===== config.mk =====
export PLATFORM = sky130hd
export DESIGN_NAME = operand_fetch
export DESIGN_NICKNAME = d
export VERILOG_FILES = /design/src/rtl/operand_fetch.sv
export SDC_FILE = /design/constraint.sdc
export NUM_CORES = 1
export LEC_CHECK = 0
export CORE_AREA = 2 2 186 188
export DETAILED_ROUTE_END_ITERATION = 10
export DIE_AREA = 0 0 188 190
export GPL_TIMING_DRIVEN = 0
export PLACE_DENSITY_LB_ADDON = 0.12
export SYNTH_ARGS = -nofsm -noshare
export SYNTH_HDL_FRONTEND = slang
export SYNTH_SLANG_ARGS = --single-unit

===== constraint.sdc =====
create_clock -name clk -period 1.6 [get_ports clk]
set_input_delay 0.24 -clock clk [delete_from_list [all_inputs] [get_ports clk]]
set_output_delay 0.24 -clock clk [all_outputs]
set_load 0.05 [all_outputs]

===== src/rtl/operand_fetch.sv =====
`default_nettype none
// ============================================================================
//  Module      : operand_fetch
//  Description : Register file plus a one-entry valid/ready output stage that
//                presents an operand pair and shift code to the shifter/ALU.
//                Optional macro OPERAND_FETCH_BYPASS_EN forwards same-cycle
//                write data into the captured operands.
//  Revision    : 1.0 - initial release
// ============================================================================
module operand_fetch #(
    parameter int DATA_W = 16,
    parameter int ADDR_W = 3
) (
    input  logic              clk,
    input  logic              rst_n,
    input  logic              write,
    input  logic [ADDR_W-1:0] writenum,
    input  logic [DATA_W-1:0] data_in,
    input  logic              in_valid,
    output logic              in_ready,
    input  logic [ADDR_W-1:0] readnum_a,
    input  logic [ADDR_W-1:0] readnum_b,
    input  logic [1:0]        shift_op_in,
    output logic              out_valid,
    input  logic              out_ready,
    output logic [DATA_W-1:0] a_out,
    output logic [DATA_W-1:0] b_out,
    output logic [1:0]        shift_op_out
);

    localparam int         c_nregs    = 1 << ADDR_W;
    localparam logic [0:0] c_st_empty = 1'b0;
    localparam logic [0:0] c_st_full  = 1'b1;

    logic [DATA_W-1:0] r_regs [c_nregs];
    logic [0:0]        r_state;
    logic [DATA_W-1:0] r_a;
    logic [DATA_W-1:0] r_b;
    logic [1:0]        r_op;

    logic              w_accept;
    logic [DATA_W-1:0] w_rd_a;
    logic [DATA_W-1:0] w_rd_b;

    assign out_valid    = (r_state == c_st_full);
    assign in_ready     = !out_valid || out_ready;
    assign w_accept     = in_valid && in_ready;
    assign a_out        = r_a;
    assign b_out        = r_b;
    assign shift_op_out = r_op;

`ifdef OPERAND_FETCH_BYPASS_EN
    // A write to the index being fetched is seen by the fetch in the same cycle.
    assign w_rd_a = (write && (writenum == readnum_a)) ? data_in : r_regs[readnum_a];
    assign w_rd_b = (write && (writenum == readnum_b)) ? data_in : r_regs[readnum_b];
`else
    assign w_rd_a = r_regs[readnum_a];
    assign w_rd_b = r_regs[readnum_b];
`endif

    always_ff @(posedge clk or negedge rst_n) begin
        if (!rst_n) begin
            for (int i = 0; i < c_nregs; i++) begin
                r_regs[i] <= '0;
            end
        end else if (write) begin
            r_regs[writenum] <= data_in;
        end
    end

    // A new accept always overwrites the held pair; only a drain empties the stage.
    always_ff @(posedge clk or negedge rst_n) begin
        if (!rst_n) begin
            r_state <= c_st_empty;
            r_a     <= '0;
            r_b     <= '0;
            r_op    <= 2'b00;
        end else if (w_accept) begin
            r_state <= c_st_full;
            r_a     <= w_rd_a;
            r_b     <= w_rd_b;
            r_op    <= shift_op_in;
        end else if (out_ready) begin
            r_state <= c_st_empty;
        end
    end

endmodule
`default_nettype wire


---- Word level (Yosys, flattened, before mapping) ----
Cells that the tools add are included.
cells by class
  order comparisons ....................... 4
  muxes and demuxes ....................... 11
  bitwise operators ....................... 3
  reductions and logical operators ........ 5
operators by type and width
  operator                                            count
  bitwise mux 128 bit                                 1
  binary-select mux 16 bit (select 3 bit)             2
  2-to-1 mux 16 bit                                   5
  demux 16 bit (select 3 bit)                         1
  >= comparator 4 bit, second input constant          3
  NOT 3 -> 4 bit                                      3
  < comparator 4 x 1 -> 1 bit, second input constant  1
  logical AND 1 bit                                   2
  2-to-1 mux 1 bit                                    2
  nonzero test 2 bit                                  1
  zero test 1 bit                                     1
  logical OR 1 bit                                    1
word-level totals
  flip-flop bits (word level) ............. 163
  bits of input ports ..................... 32
  output and inout port bits .............. 36

---- Longest topological paths before layout ----
  depth after elaboration ................. 6
  mapped depth ............................ 5

---- Least setup slack after synthesis ----
Ideal clock, no wire load.
  path type ............................... register -> register
  start ................................... register r_state (netlist: out_valid)
  end ..................................... register r_a[10] (netlist: a_out[10])
  data arrival time ....................... 1584 ps
  path slack .............................. -119 ps
  cell stages (with the launch flop) ...... 6
  buffers on the path ..................... 2
  path through ............................ dfrtp_1 -> nor2b_1 -> nand2b_1 -> buf_2 -> clkbuf_1 -> o31ai_1
between the ends
  cells in the longest elaborated chain, start to end .. 3
RTL lines
  what                    RTL line  text
  start, declared         36        logic [0:0] r_state;
  start signal, assigned  74        r_state <= c_st_empty;
  start signal, assigned  79        r_state <= c_st_full;
  start signal, assigned  84        r_state <= c_st_empty;
  zero test 1 bit         46        assign in_ready = !out_valid || out_ready;
  logical OR 1 bit        46
  logical AND 1 bit       47        assign w_accept = in_valid && in_ready;
  end signal, assigned    80        r_a <= w_rd_a;
  end, declared           37        logic [DATA_W-1:0] r_a;
Every way passes these cells.
A chain may end at the register's enable or synchronous reset.

---- Worst setup path after layout ----
  start ................................... register r_state (netlist: out_valid)
  end ..................................... output port in_ready
between the ends
  cells in the longest elaborated chain, start to end .. 2
RTL lines
  what              RTL line  text
  zero test 1 bit   46
  logical OR 1 bit  46
  end, declared     20        output logic in_ready,
Every way passes these cells.

==> results_dict.tcl <==
set metrics [dict create \
    rsz0062_at_grt "true" \
    antenna_found_initial 1 \
    crit_path_max_fanout 6 \
    gr-total-overflow 0 \
    ant_nets 0 \
    drcViolationCount 0 \
    die-height_um 190 \
    yosys-top-cells-count "184 x mux2_2, 163 x dfrtp_1, 64 x mux2i_1" \
    power_per_cell_area_nw_per_um2 1330 \
    clk_pin_slew_ns 0.07 \
    synth.cell_area_sq_um 8310 \
    start_util 0.245 \
    drt-vias-per-instance 4.76 \
    cts-root-buf "clkbuf_16" \
    drive_above_1_share 0.425 \
    crit_path_frequent_cell "buf_8" \
    place_area_sq_um 9530 \
    synth_area_per_cell_sq_um 13.4 \
    syn_nets 652 \
    dp_hpwl_mm 19.7 \
    fmax_mhz 630 \
    fin_area_sq_um 10200 \
    synthTopCellsByArea "dfrtp_1 49%, mux2_2 25%, mux2i_1 7.7%" \
    grt_usage 0.156 \
    crit_slowest_cell "dfrtp_2" \
    clk_latency_ns 0.44 \
    synth-seq-cells 163 \
    core-area_sq_um 33900 \
    synth_flop_cell "dfrtp_1" \
    synth_edf_count 0 \
    cts_made_buffers 17 \
    slew_headroom 0.462 \
    grt_pass1_wl_mm 40.2 \
    finClkSkew_ns 0.00809 \
    worst_setup_path_end_kind "primary output" \
    outcome "finished clean" \
    drt_pass1_iterations 4 \
    synth_cell_type_count 25 \
    ir_drop_uv 788 \
    wire_per_inst_um 23.1 \
    post-route-period-util 0.991 \
    period_minus_slack_ns 1.59 \
    fin_ws_ns 0.0139 \
    hold_class "input pin to asynchronous set/reset pin" \
    cpPeakStageDelay_ns 0.36 \
    postSynthCellCount 620 \
    cts_max_path_buffers 2 \
    place.gp.congestion 0.809 \
    die_area_sq_um 35700 \
    synth_most_common_cell "mux2_2" \
    dp.cells 1137 \
    io_buffers 61 \
    pin_count 68 \
    clock-sinks 163 \
    tritoncts "done" \
    setup_violations 0 \
    h-tree-depth 4 \
    grt_max_degree 110 \
    finalNonFillerCells 1169 \
    worst_setup_path_start_kind "flip-flop" \
    drv_cap 0 \
    hold_viol 0 \
    ys_seq_area_frac 0.491 \
    num_vias 5570 \
    drt_iter0_markers 304 \
    worstPathRequired_ns 1.36 \
    yosysWarnings 0 \
    synth_top_area_cell "dfrtp_1" \
    placementRows 68 \
    die_x_um 188 \
    area_growth_pct 22.9 \
    wirelength_mm 27.0 \
    async_flop_share 1.00 \
    p_leak_nw 4.33 \
    cp.arrival_ns 1.35 \
    nets 732 \
    worst_pin_slew_ns 0.803 \
    crit_chain "nor2b_4, buf_8, inv_6, buf_8" \
    dp_slack_ns -1.07 \
    grt_pass1_vias 6011 \
    criticalPathCategory "flip-flop to primary output" \
    synth_top_cell_area_share 0.491 \
    drv_slew 0 \
]
routing by layer:
metal / part of all wire / global-route usage / up-vias
li1: - / - / 2516
met1: 0.45 / 0.206 / 2924
met2: 0.49 / 0.261 / 101
met3: 0.041 / 0.0227 / 29
met4: 0.020 / 0.0512 / 0
met5: 0 / 0 / -
layout by cell type, fill, tap and decap left out, drive strengths merged, types with 11 or more instances in the layout:
master / count
clkbuf: 37
dlygate4sd2: 11
mux2i: 64
o31ai: 32
dfrtp: 163
o21ai: 32
clkdlybuf4s15: 24
clkdlybuf4s50: 22
a22o: 32
buf: 35
mux2: 194
o22ai: 32
report_power, final:
group,leakage [nW],internal (W),switching [W]
Combinational,2.06,0.00165,0.00189
Sequential,1.96,0.00502,0.000675
Clock,0.300,0.00259,0.00175
cell families (layout without fill, tap and decap cells):
kind of cell    count (synthesis)  after routing  share of synthesized area
compound gates                128            128                      0.106
buf+inv                        50            143                     0.0354
flops                         163            163                      0.491
mux                           258            258                      0.344
other cells                     0              1                          0
simple gates                   21             21                     0.0235
sequential cells by signal (all words and copies together), names as in the netlist:
signal and flops:
shift_op_out 2, r_regs 128, a_out 16, b_out 16, out_valid 1
final cells by class:
cell class | instances | area [sq um]
flip-flops and latches | 163 | 4080
inverters | 2 | 12.5
well taps | 455 | 569
clock buffers | 21 | 470
diodes | 1 | 2.50
plain buffers | 44 | 302
multi-input cells | 407 | 3960
repair buffers | 65 | 668
fillers | 3420 | 23700
clock inverters | 11 | 150
metrics by stage:
stage                      TNS, ns  utilization  power (W)  hold WS [ns]
after floorplan                  0            -    0.00807       -0.0556
after global placement    -1110.04        0.280    0.00928         0.491
after detailed placement    -37.53        0.281    0.00942         0.206
after CTS                   -0.115        0.301     0.0137         0.324
after global routing       -0.0293        0.301     0.0143         0.338
final                            0        0.301     0.0136         0.311
final timing paths:
| check | from | to | slack, ns | depth (start not counted) |
|---|---|---|---|---|
| max | out_valid | in_ready | 0.01 | 4 |
| min reg2reg | shift_op_out[1] | shift_op_out[1] | 0.50 | 1 |
| min | rst_n | r_regs[44] | 0.31 | 2 |
| max reg2reg | out_valid | b_out[9] | 0.12 | 5 |
| min in group clk | writenum[2] | r_regs[116] | 0.34 | 3 |
| max in group asynchronous | rst_n | out_valid | 0.30 | 3 |
repair_timing:
action                                 in CTS  in global routing
pin swaps                                   0                  0
resized for setup                         105                 11
buffers inserted                            0                  2
endpoints found under the hold margin      54                  0
hold buffers                                1                  0
setup endpoints to repair                  71                 23
critical path: cells and delay by family, from the launching register on:
| kind | cells | cell delay (ns) |
|---|---|---|
| simple gates | 1 | 0.23 |
| flops | 1 | 0.36 |
| buf+inv | 3 | 0.32 |
No activity file was read; power rests on OpenSTA's default activity.
